--- src/rtl/ms_counter_ctrl_if.sv ---
// Button-pulse inputs and counter-control outputs of the millisecond counter controller.
interface ms_counter_ctrl_if #(
  parameter int CNT_W = 7
);
  logic             START;
  logic             STOP;
  logic             CLEAR;
  logic             LAP;
  logic             CNT_EN;
  logic             CNT_RST;
  logic             WRAP;
  logic             RUNNING;
  logic [CNT_W-1:0] MS_COUNT;
  logic [CNT_W-1:0] LAP_VALUE;
  logic             LAP_VALID;

  modport master (
    output START, STOP, CLEAR, LAP,
    input  CNT_EN, CNT_RST, WRAP, RUNNING, MS_COUNT, LAP_VALUE, LAP_VALID
  );

  modport slave (
    input  START, STOP, CLEAR, LAP,
    output CNT_EN, CNT_RST, WRAP, RUNNING, MS_COUNT, LAP_VALUE, LAP_VALID
  );
endinterface

--- src/rtl/ms_counter_ctrl.sv ---
// Run/pause/clear controller: divides CLK into 1 ms ticks, drives counter EN/RST pulses,
// wraps at MS_LIMIT and keeps a mirror of the count for lap capture.
//
// state | meaning
// IDLE  | stopped at zero, prescaler forced to 0
// RUN   | prescaler advancing, ticks drive the counter
// PAUSE | prescaler and count held, partial millisecond kept
module ms_counter_ctrl #(
  parameter int CLK_PER_MS = 100000,
  parameter int PRE_W      = 17,
  parameter int MS_LIMIT   = 100,
  parameter int CNT_W      = 7
) (
  input  logic             CLK,
  input  logic             RST,
  ms_counter_ctrl_if.slave bus
);

  typedef enum logic [1:0] {IDLE, RUN, PAUSE} state_t;

  localparam logic [PRE_W-1:0] PRE_LAST = PRE_W'(CLK_PER_MS - 1);
  localparam logic [CNT_W-1:0] CNT_LAST = CNT_W'(MS_LIMIT - 1);

  state_t           state, state_nxt;
  logic [PRE_W-1:0] pre, pre_nxt;
  logic [CNT_W-1:0] ms_count, ms_count_nxt;
  logic [CNT_W-1:0] lap_value, lap_value_nxt;
  logic             lap_valid, lap_valid_nxt;
  logic             cnt_en, cnt_en_nxt;
  logic             cnt_rst, cnt_rst_nxt;
  logic             wrap, wrap_nxt;
  logic             tick;

  always_ff @(posedge CLK) begin
    if (RST) begin
      state     <= IDLE;
      pre       <= '0;
      ms_count  <= '0;
      lap_value <= '0;
      lap_valid <= 1'b0;
      cnt_en    <= 1'b0;
      cnt_rst   <= 1'b0;
      wrap      <= 1'b0;
    end else begin
      state     <= state_nxt;
      pre       <= pre_nxt;
      ms_count  <= ms_count_nxt;
      lap_value <= lap_value_nxt;
      lap_valid <= lap_valid_nxt;
      cnt_en    <= cnt_en_nxt;
      cnt_rst   <= cnt_rst_nxt;
      wrap      <= wrap_nxt;
    end
  end

  always_comb begin
    state_nxt     = state;
    pre_nxt       = pre;
    ms_count_nxt  = ms_count;
    lap_value_nxt = lap_value;
    lap_valid_nxt = lap_valid;
    cnt_en_nxt    = 1'b0;
    cnt_rst_nxt   = 1'b0;
    wrap_nxt      = 1'b0;
    tick          = 1'b0;

    // Mirror follows the counter: it moves on the edge that ends an EN/RST pulse.
    if (cnt_en) begin
      ms_count_nxt = ms_count + 1'b1;
    end else if (cnt_rst) begin
      ms_count_nxt = '0;
    end

    if (bus.CLEAR) begin
      state_nxt     = IDLE;
      pre_nxt       = '0;
      ms_count_nxt  = '0;
      cnt_rst_nxt   = 1'b1;
      lap_value_nxt = '0;
      lap_valid_nxt = 1'b0;
    end else begin
      if (bus.LAP && state != IDLE) begin
        lap_value_nxt = ms_count;
        lap_valid_nxt = 1'b1;
      end

      unique case (state)
        IDLE: begin
          pre_nxt = '0;
          if (bus.START) state_nxt = RUN;
        end
        RUN: begin
          // STOP beats a tick on the same edge; the prescaler then holds at PRE_LAST.
          if (bus.STOP) begin
            state_nxt = PAUSE;
          end else if (pre == PRE_LAST) begin
            pre_nxt = '0;
            tick    = 1'b1;
          end else begin
            pre_nxt = pre + 1'b1;
          end
        end
        PAUSE: begin
          if (bus.START) state_nxt = RUN;
        end
        default: state_nxt = IDLE;
      endcase

      if (tick) begin
        if (ms_count == CNT_LAST) begin
          cnt_rst_nxt = 1'b1;
          wrap_nxt    = 1'b1;
        end else begin
          cnt_en_nxt  = 1'b1;
        end
      end
    end
  end

  assign bus.CNT_EN    = cnt_en;
  assign bus.CNT_RST   = cnt_rst;
  assign bus.WRAP      = wrap;
  assign bus.RUNNING   = (state == RUN);
  assign bus.MS_COUNT  = ms_count;
  assign bus.LAP_VALUE = lap_value;
  assign bus.LAP_VALID = lap_valid;

endmodule

--- src/flat_wrapper.sv ---
// flat-port wrapper written by rule: the top's interface ports become plain ports
module ms_counter_ctrl_flat 
#(
  parameter int CLK_PER_MS = 100000,
  parameter int PRE_W      = 17,
  parameter int MS_LIMIT   = 100,
  parameter int CNT_W      = 7
)
  (CLK, RST, bus_START, bus_STOP, bus_CLEAR, bus_LAP, bus_CNT_EN, bus_CNT_RST, bus_WRAP, bus_RUNNING, bus_MS_COUNT, bus_LAP_VALUE, bus_LAP_VALID);
  ms_counter_ctrl_if #(.CNT_W(CNT_W)) bus_i ();
  input  logic CLK;
  input  logic RST;
  input wire logic [$bits(bus_i.START)-1:0] bus_START;
  input wire logic [$bits(bus_i.STOP)-1:0] bus_STOP;
  input wire logic [$bits(bus_i.CLEAR)-1:0] bus_CLEAR;
  input wire logic [$bits(bus_i.LAP)-1:0] bus_LAP;
  output wire logic [$bits(bus_i.CNT_EN)-1:0] bus_CNT_EN;
  output wire logic [$bits(bus_i.CNT_RST)-1:0] bus_CNT_RST;
  output wire logic [$bits(bus_i.WRAP)-1:0] bus_WRAP;
  output wire logic [$bits(bus_i.RUNNING)-1:0] bus_RUNNING;
  output wire logic [$bits(bus_i.MS_COUNT)-1:0] bus_MS_COUNT;
  output wire logic [$bits(bus_i.LAP_VALUE)-1:0] bus_LAP_VALUE;
  output wire logic [$bits(bus_i.LAP_VALID)-1:0] bus_LAP_VALID;
  assign bus_i.START = bus_START;
  assign bus_i.STOP = bus_STOP;
  assign bus_i.CLEAR = bus_CLEAR;
  assign bus_i.LAP = bus_LAP;
  assign bus_CNT_EN = bus_i.CNT_EN;
  assign bus_CNT_RST = bus_i.CNT_RST;
  assign bus_WRAP = bus_i.WRAP;
  assign bus_RUNNING = bus_i.RUNNING;
  assign bus_MS_COUNT = bus_i.MS_COUNT;
  assign bus_LAP_VALUE = bus_i.LAP_VALUE;
  assign bus_LAP_VALID = bus_i.LAP_VALID;
  ms_counter_ctrl #(.CLK_PER_MS(CLK_PER_MS), .PRE_W(PRE_W), .MS_LIMIT(MS_LIMIT), .CNT_W(CNT_W)) u_core (.CLK(CLK), .RST(RST), .bus(bus_i));
endmodule
--- config.mk ---
export PLATFORM = sky130hd
export DESIGN_NAME = ms_counter_ctrl_flat
export DESIGN_NICKNAME = d
export VERILOG_FILES = /design/src/rtl/ms_counter_ctrl_if.sv /design/src/rtl/ms_counter_ctrl.sv /design/src/flat_wrapper.sv
export SDC_FILE = /design/constraint.sdc
export NUM_CORES = 1
export LEC_CHECK = 0
export CAP_MARGIN = 20
export CORE_MARGIN = 2
export CORE_UTILIZATION = 58
export CTS_BUF_LIST = sky130_fd_sc_hd__clkbuf_16
export DETAILED_ROUTE_END_ITERATION = 6
export MAX_ROUTING_LAYER = met4
export PLACE_DENSITY = 0.88
export SYNTH_ARGS = -nofsm -noshare
export SYNTH_HDL_FRONTEND = slang
export SYNTH_SLANG_ARGS = --single-unit
--- constraint.sdc ---
create_clock -name CLK -period 4.6 [get_ports CLK]
set_input_delay 1.38 -clock CLK [delete_from_list [all_inputs] [get_ports CLK]]
set_output_delay 1.38 -clock CLK [all_outputs]
set_load 0.01 [all_outputs]
# Word level (Yosys, flattened, before mapping)
# Index checks and enable logic that the tools add are counted.
[classes]
n_reduce_logical = 10
addsub = 2
mux = 16
n_eq_ne = 7
bitwise = 1
[ops]
columns = ["cell", "count"]
rows = [
  ["17-bit two-way mux", 2],
  ["17-bit case mux with 2 select lines", 1],
  ["17-bit by 1-bit adder with 17-bit output, second input constant", 1],
  ["17-bit equality test, second input constant", 1],
  ["7-bit two-way mux", 2],
  ["1-bit two-way mux", 8],
  ["7-bit by 1-bit adder with 7-bit output, second input constant", 1],
  ["7-bit equality test, second input constant", 1],
  ["2-bit nonzero test", 3],
  ["2-bit two-way mux", 2],
  ["2-bit != test, second input constant", 2],
  ["2-bit case mux with 2 select lines", 1],
  ["2-bit AND reduction", 2],
  ["2-bit OR reduction", 2],
  ["3-bit OR reduction", 1],
  ["2-bit by 1-bit equality test with 1-bit output, second input constant", 1],
  ["2-bit equality test, second input constant", 1],
  ["2-bit logical NOT", 1],
  ["2-bit by 1-bit != test with 1-bit output, second input constant", 1],
  ["1-bit logical AND", 1],
  ["1-bit inverter", 1],
]
[word_totals]
in_bits = 6
reg_bits = 37
output_inout_bits = 19
wordCells = 44

# Depth between registers and ports, before layout
# Gate-level depths: netlist (run 1).
[logic_depth]
word_depth = 7
mapped_depth = 7
mapped_depth_nobuf = 5

# Worst setup path after synthesis (run 1)
# Ideal clock, no wire load.
[synth_path]
path_type = "input port to flip-flop"
from = "in bus_CLEAR"
to = "reg u_core.pre[7]"
setup_slack_ps = 2133
required_time_ps = 4505
t_arrival_ps = 2372
setup_time_ps = 95
n_path_buf = 1
stages = 5
cell_sequence = "or2_2 clkbuf_1 nor2_1 nand2_1 o311ai_1"
[synth_between]
elab_chain_cells = 1
[synth_rtl]
columns = ["item", "line", "text"]
rows = [
  ["from (decl)", "flat_wrapper.sv:15", "input wire logic [$bits(bus_i.CLEAR)-1:0] bus_CLEAR;"],
  ["2-bit OR reduction (no line)", "n/a", ""],
  ["to (signal assigned)", "ms_counter_ctrl.sv:46", "pre <= pre_nxt;"],
  ["to (decl)", "ms_counter_ctrl.sv:25", "logic [PRE_W-1:0] pre, pre_nxt;"],
]
# No other way between the ends.
# A chain may end at the register's enable or synchronous reset.

# Final worst setup path (run 1)
[layout_path]
from = "in bus_CLEAR"
to = "reg u_core.pre[13]"
# Same word-level chain as after synthesis.

==> qor.yml, run 1 <==
fin_crit_sh: 0.675
final_antenna_net_count: 0
ys.flop_type: "dfxtp_1"
core_sq_um: 3050
worstPathMaxFanout: 24
total_power_mw: 0.721
wl_per_cell_um: 15.1
rsz0062_at_grt: "false"
path_clk_slew_ns: 0.05
fmax_mhz: 322
ctsRootBufferMaster: "clkbuf_16"
synth-async-reset-ratio: 0
cts_made_buffers: 5
via_per_inst: 6.33
cp.required_ns: 4.78
p_leak_nw: 0.767
syn2layout_area_growth_pct: 20.5
status: "finished, final reports clean"
synthCells: 207
grt_pass1_vias: 1406
die_h_um: 60.5
yosysWarnings: 0
diodes: 0
io_buffers: 24
powerDensity_nw_per_um2: 323
startpoint_type: "input port"
tns_ns: 0
drv_cap: 0
dr.pass1.iters: 4
die_w_um: 60.5
io_pins: 25
hp-class: "flop to flop"
gr-total-overflow: 0
ys_types: 46
syn_nets: 215
grt_max_degree: 30
drcViolationCount: 0
place_hpwl_um: 2640
peakVddDrop_mv: 0.264
gp_congestion: 0.852
antenna_found_initial: 0
setup_viol: 0
ys_ff_latch: 37
start_util: 0.607
hold_violations: 0
maxSlewHeadroom: 0.393
nFillCells: 223
crit_path_end_kind: "flop"
avgSynthCellArea_sq_um: 8.95
post_cts_resized: 0
dr.first_iter.drc_count: 117
synth_edf_count: 0
cts_tree: "done"
post_cts_buffers: 0
finalNetCount: 235
tightest_slew_ns: 0.904
min_period_ns: 3.11
synth_area_sq_um: 1850
clk_latency_ns: 0.28
worstPathArrival_ns: 3.29
drive_above_1_share: 0.0837
htreeDepth: 2
seq_area_frac_synth: 0.400
wirelength_um: 4090
cts.sinks: 37
dieArea_sq_um: 3660
slew_viol_final: 0
grt_first_pass_wirelength_um: 6600
finalClockSkew_ns: 0.00331
vias: 1716
grt.total_usage: 0.250
hold_buffers: 0
clk_path_buf_depth: 2
path_class: "input port to flop"
postLayoutCoreUtil: 0.731
rows: 20
[stage by stage]
stage / setup slack, ns / cell area, sq um / hold slack [ns] / instances
3_3_place_gp: 1.29 / 2070 / 0.437 / 264
2_1_floorplan: 2.13 / 1850 / 0.440 / 207
4_1_cts: 1.51 / 2230 / 0.446 / 271
5_1_grt: 1.32 / 2230 / 0.474 / 271
3_5_place_dp: 1.23 / 2070 / 0.437 / 264
6_report: 1.49 / 2230 / 0.443 / 271
[critical path: stages]
cell and delay (ns):
clkdlybuf4s50_1 0.44, or2_2 0.48, nor2_4 0.49, nand2_1 0.20, o311ai_1 0.29
[final timing paths]
path	from	end	slack, ns	depth (start not counted)
worst max-delay path	bus_CLEAR	u_core.pre[13]	1.49	5
worst max register to register	u_core.pre[0]	u_core.bus.CNT_RST	2.27	5
worst min register to register	u_core.bus.LAP_VALID	u_core.bus.LAP_VALID	0.44	2
worst min-delay path	u_core.bus.LAP_VALID	u_core.bus.LAP_VALID	0.44	2
[placed cells by master (no fill, tap or decap), drive strengths merged, types with 2 or more instances in the layout]
| master | instances |
|---|---|
| nand4 | 11 |
| dfxtp | 37 |
| nor2 | 18 |
| xor2 | 2 |
| o22ai | 2 |
| nand3b | 2 |
| a21oi | 11 |
| or3 | 2 |
| a31oi | 14 |
| or3b | 2 |
| nor3 | 2 |
| and4bb | 2 |
| nand2 | 18 |
| and4 | 4 |
| or4 | 3 |
| and3 | 2 |
| nor4 | 3 |
| nand3 | 10 |
| a41oi | 3 |
| nand2b | 3 |
| clkdlybuf4s50 | 24 |
| mux2i | 9 |
| nor2b | 2 |
| inv | 6 |
| o311ai | 2 |
| o21ai | 3 |
| o211ai | 6 |
| nand4b | 2 |
| or2 | 3 |
| ha | 2 |
| clkbuf | 5 |
| and2 | 2 |
[kinds of logic (layout without fill, tap and decap cells)]
family | count (synthesis) | after routing | synth area share
and+or+nand+nor | 95 | 95 | 0.317
adders and majority gates | 2 | 2 | 0.0135
DFF | 37 | 37 | 0.400
muxes | 9 | 9 | 0.0487
AOI/OAI and AO/OA | 44 | 44 | 0.153
buffers and inverters | 17 | 37 | 0.0534
xor gates and xnor gates | 3 | 3 | 0.0142
[power by group]
group / internal (mW) / switching, mW / total (mW)
logic: 0.00943 / 0.0112 / 0.0207
registers: 0.322 / 0.00134 / 0.323
clock network: 0.251 / 0.125 / 0.377
total: 0.583 / 0.138 / 0.721
[flip-flops by register name, summed over array words and instances (netlist names)]
name                  flops
u_core.bus.CNT_EN         1
u_core.bus.CNT_RST        1
u_core.bus.LAP_VALID      1
u_core.bus.LAP_VALUE      7
u_core.bus.MS_COUNT       7
u_core.bus.WRAP           1
u_core.pre               17
u_core.state              2
[per-layer routing]
metal / routed length, um / share of wire / vias to the layer above / track usage
met5: 0 / 0 / - / -
met4: 57 / 0.014 / 0 / 0.0807
met3: 309 / 0.076 / 8 / 0.0640
met2: 1870 / 0.46 / 71 / 0.366
met1: 1860 / 0.45 / 810 / 0.337
li1: - / - / 827 / -
[cell type report]
type,count,area [sq um],share of cell area
Multi-Input combinational cell,153,1010,0.454
Sequential cell,37,741,0.332
Tap cell,44,55.1,0.0247
Timing Repair Buffer,24,240,0.108
Inverter,6,22.5,0.0101
Clock buffer,5,125,0.0561
Clock inverter,2,35.0,0.0157
[synthesized netlist by cell type (4+ instances only)]
| cell type | number | share of area |
|---|---|---|
| dfxtp_1 | 37 | 0.40 |
| nand2_1 | 18 | 0.036 |
| nor2_1 | 17 | 0.034 |
| a31oi_1 | 14 | 0.047 |
| a21oi_1 | 11 | 0.030 |
| nand3_1 | 10 | 0.027 |
| mux2i_1 | 9 | 0.049 |
| nand4_1 | 8 | 0.027 |
| inv_1 | 6 | 0.012 |
| o211ai_1 | 6 | 0.024 |
| buf_2 | 4 | 0.011 |
| buf_6 | 4 | 0.024 |
(Power assumes the default switching activity.)
==> run 2, diff against run 1 <==
CORE_UTILIZATION = 49   (was 58)
PLACE_DENSITY = 0.79   (was 0.88)
clock period = 2.75 ns   (was 4.6 ns; I/O delays follow)
==> run 2 against run 1 <==
  * Combinational power up 80%
  * Sequential share of layout area down 0.50 points
  * Critical endpoint is now bus_RUNNING
  * Cell area up 1.5%
  * Largest power group unchanged
==> qor.yml, run 2 (synthesis results as in run 1) <==
status: "finished, final reports clean"
tns_ns: 0
io_pins: 25
die_h_um: 65.5
setup_viol: 0
wl_per_cell_um: 14.1
finalClockSkew_ns: 0.00396
rows: 22
layout_common_cells: "dfxtp_1, clkdlybuf4s50_1, nand2_1"
fmax_mhz: 448
clk_latency_ns: 0.28
start_util: 0.510
placedCellCount: 274
worstPathMaxFanout: 7
rrSetupSlack_ns: 0.80
grt.total_usage: 0.214
dr.first_iter.drc_count: 135
cts.sinks: 37
finalNonFillerCells: 282
grt_pass1_vias: 1435
cts_tree: "done"
wirelength_um: 3980
fin_crit_sh: 0.812
antenna_found_initial: 0
drv_cap: 0
slew_viol_final: 0
top_register: "u_core.pre"
layout_commonest_cell: "dfxtp_1"
p_leak_nw: 0.784
hold_violations: 0
worstReg2RegEnd: "u_core.pre[9]"
largest_reg_flops: 17
post_cts_resized: 0
dieArea_sq_um: 4290
gr-total-overflow: 0
postLayoutCoreUtil: 0.623
startpoint_type: "flop"
hold_buffers: 0
cp.required_ns: 1.93
drive_above_1_share: 0.107
diodes: 0
r2r-start: "u_core.pre[0]"
place_hpwl_um: 2800
gp_congestion: 0.900
vias: 1671
htreeDepth: 2
tightest_slew_ns: 0.924
syn2layout_area_growth_pct: 22.3
min_period_ns: 2.23
drcViolationCount: 0
setup_slack_ns: 0.517
maxSlewHeadroom: 0.380
core_sq_um: 3630
postPlaceCellArea_sq_um: 2120
cts_made_buffers: 5
post_cts_buffers: 0
min_from: "u_core.bus.LAP_VALID"
path_class: "flop to output pin"
path_clk_slew_ns: 0.06
final_antenna_net_count: 0
io_buffers: 24
fin_area_sq_um: 2260
ctsRootBufferMaster: "clkbuf_16"
dr.pass1.iters: 4
clk_path_buf_depth: 2
r2r_cells: 6
hold_end: "u_core.bus.LAP_VALID"
via_per_inst: 5.93
grt_max_degree: 18
crit_path_end_kind: "output pin"
worstPathArrival_ns: 1.41
hp-class: "flop to flop"
worstHoldPathCells: 2
finalNetCount: 241
peakVddDrop_mv: 0.351
grt_first_pass_wirelength_um: 6820
rsz0062_at_grt: "false"
powerDensity_nw_per_um2: 494
dp_slack_ns: 0.240
die_w_um: 65.5
[run 2: cell types whose count changed in the layout (fill, tap and decap cells not counted), sizes merged]
| cell | before | now |
|---|---|---|
| clkinv | 1 | 0 |
| clkinvlp | 0 | 2 |
| bufinv | 1 | 0 |
| buf | 0 | 6 |
| inv | 6 | 7 |
[run 2: metal layers]
layer  track usage  up-vias  share of wire  wire (um)
li1              -      829              -          -
met1         0.285      787           0.49       1930
met2         0.310       49           0.45       1780
met3        0.0531        6          0.051        204
met4        0.0911        0          0.018         70
met5             -        -              0          0
[run 2: power breakdown]
group          internal [mW]  switching, mW  total, mW
Combinational         0.0179         0.0194     0.0373
Clock                  0.331          0.210      0.542
Sequential             0.538        0.00217      0.541
[run 2: cell type report]
| class | instances | area (sq um) |
|---|---|---|
| Timing Repair Buffer | 30 | 285 |
| Multi-Input combinational cell | 153 | 1010 |
| Clock inverter | 3 | 18.8 |
| Fill cell | 317 | 1370 |
| Inverter | 6 | 22.5 |
| Clock buffer | 5 | 125 |
| Tap cell | 48 | 60.1 |
| Sequential cell | 37 | 741 |
[run 2: worst max-delay path, stage by stage, from the launching register on]
cell and delay [ns]:
dfxtp_1 0.40, nor2b_1 0.18, clkdlybuf4s50_1 0.55
[run 2: worst max path at each step]
stage / startpoint / to
floorplan: bus_CLEAR / u_core.pre[7]
global placement: bus_STOP / u_core.pre[16]
detailed placement: bus_STOP / u_core.pre[16]
CTS: u_core.state[0] / bus_RUNNING
global route: bus_STOP / u_core.pre[13]
finish: u_core.state[0] / bus_RUNNING
[run 2: through the flow]
stage | hold slack, ns | total power [mW]
5_1_grt | 0.478 | 1.16
3_5_place_dp | 0.441 | 0.589
3_3_place_gp | 0.435 | 0.589
4_1_cts | 0.449 | 1.13
2_1_floorplan | 0.440 | 0.572
6_report | 0.443 | 1.12
==> run 3, diff against run 2 <==
CORE_UTILIZATION = 54   (was 49)
PLACE_DENSITY = 0.83   (was 0.79)
clock period = 2.13 ns   (was 2.75 ns; I/O delays follow)
==> run 3 against run 2 <==
  * Clock skew up 0.00067 ns
  * Die area down 8.7%
  * Combinational power up 45%
  * Non-clock buffer count up 10
==> qor.yml, run 3 (synthesis results as in run 1) <==
hold_violations: 0
dieArea_sq_um: 3910
path_cells: "nor2b_1 -> clkdlybuf4s50_1"
vias: 1745
finalNonFillerCells: 290
min_period_ns: 2.00
dr.pass1.iters: 4
cts_tree: "done"
peakVddDrop_mv: 0.617
grt_max_degree: 19
layout_commonest_cell: "dfxtp_1"
gp_congestion: 0.943
drive_above_1_share: 0.148
crit_path_end_kind: "output pin"
dr.first_iter.drc_count: 124
finalClockSkew_ns: 0.00463
gr-total-overflow: 0
rsz0062_at_grt: "false"
drv_cap: 0
cts_made_buffers: 5
fin_crit_sh: 0.941
rows: 21
maxSlewHeadroom: 0.672
grt_pass1_vias: 1598
final_antenna_net_count: 0
startpoint_type: "flop"
nFillCells: 281
p_leak_nw: 0.844
finalNetCount: 251
place_hpwl_um: 2980
cp.required_ns: 1.49
tns_ns: 0
io_buffers: 24
via_per_inst: 6.02
hp-class: "flop to flop"
fmax_mhz: 499
postPlaceCellArea_sq_um: 2190
diodes: 0
antenna_found_initial: 0
wl_per_cell_um: 15.0
worstPathMaxFanout: 7
worstPathArrival_ns: 1.37
powerDensity_nw_per_um2: 669
grt_first_pass_wirelength_um: 7400
path_class: "flop to output pin"
layout_common_cells: "dfxtp_1, clkdlybuf4s50_1, nand2_1"
die_w_um: 62.6
io_pins: 25
fin_area_sq_um: 2360
syn2layout_area_growth_pct: 27.5
start_util: 0.559
tightest_slew_ns: 0.487
max_stage_delay_ns: 0.55
grt.total_usage: 0.245
largest_reg_flops: 17
status: "finished, final reports clean"
top_register: "u_core.pre"
placedCellCount: 282
clk_path_buf_depth: 2
wirelength_um: 4360
clk_latency_ns: 0.28
drcViolationCount: 0
setup_viol: 0
slew_viol_final: 0
htreeDepth: 2
slowest_stage: "clkdlybuf4s50_1"
total_power_mw: 1.58
ctsRootBufferMaster: "clkbuf_16"
die_h_um: 62.6
cts.sinks: 37
path_clk_slew_ns: 0.06
post_cts_buffers: 0
core_sq_um: 3310
==> run 3: cell count changes in the layout (fill, tap and decap cells not counted), sizes merged <==
| cell | change |
|---|---|
| clkinv | +1 |
| buf | +10 |
| inv | -1 |
| clkinvlp | -1 |
| bufinv | +1 |
==> run 3: report_power, final <==
part	internal [mW]	switching [mW]
clock	0.547	0.280
sequential	0.695	0.00309
combinational	0.0274	0.0268
==> run 3: repair_timing <==
action | 4_1_cts | 5_1_grt
hold buffers | 0 | 0
endpoints found under the setup margin | 0 | 1
gates resized for setup | 0 | 1
==> run 3: routing by layer <==
| layer | vias to the layer above | part of all wire | GRT usage |
|---|---|---|---|
| li1 | 858 | - | - |
| met1 | 814 | 0.45 | 0.305 |
| met2 | 64 | 0.47 | 0.380 |
| met3 | 9 | 0.059 | 0.0649 |
| met4 | 0 | 0.016 | 0.0972 |
| met5 | - | 0 | - |
==> run 3: metrics by stage <==
stage	setup slack [ns]	utilization	hold slack, ns
after floorplan	0.404	-	0.440
after global placement	-0.00624	0.663	0.436
after detailed placement	-0.0498	0.663	0.450
after CTS	0.0582	0.713	0.466
after global routing	0.0233	0.713	0.481
final	0.125	0.713	0.460
==> run 3: final cells by class <==
type / instances / area (sq um) / share of cell area
multi-input combinational: 153 / 1010 / 0.429
tap: 46 / 57.6 / 0.0244
clock inverter: 3 / 41.3 / 0.0175
inverter: 6 / 22.5 / 0.00954
clock buffer: 5 / 125 / 0.0530
timing repair buffer: 40 / 360 / 0.153
sequential: 37 / 742 / 0.314
==> run 3: final timing paths <==
path / from / endpoint / slack (ns) / depth (start not counted)
min reg2reg: u_core.bus.LAP_VALID / u_core.bus.LAP_VALID / 0.46 / 2
max: u_core.state[0] / bus_RUNNING / 0.13 / 2
min: u_core.bus.LAP_VALID / u_core.bus.LAP_VALID / 0.46 / 2
max reg2reg: u_core.pre[0] / u_core.pre[14] / 0.24 / 5
==> run 3: critical path, delay by kind of cell, from the launching register on <==
family | cells | cell delay, ns
flops | 1 | 0.37
buf+inv | 1 | 0.55
simple gates | 1 | 0.16
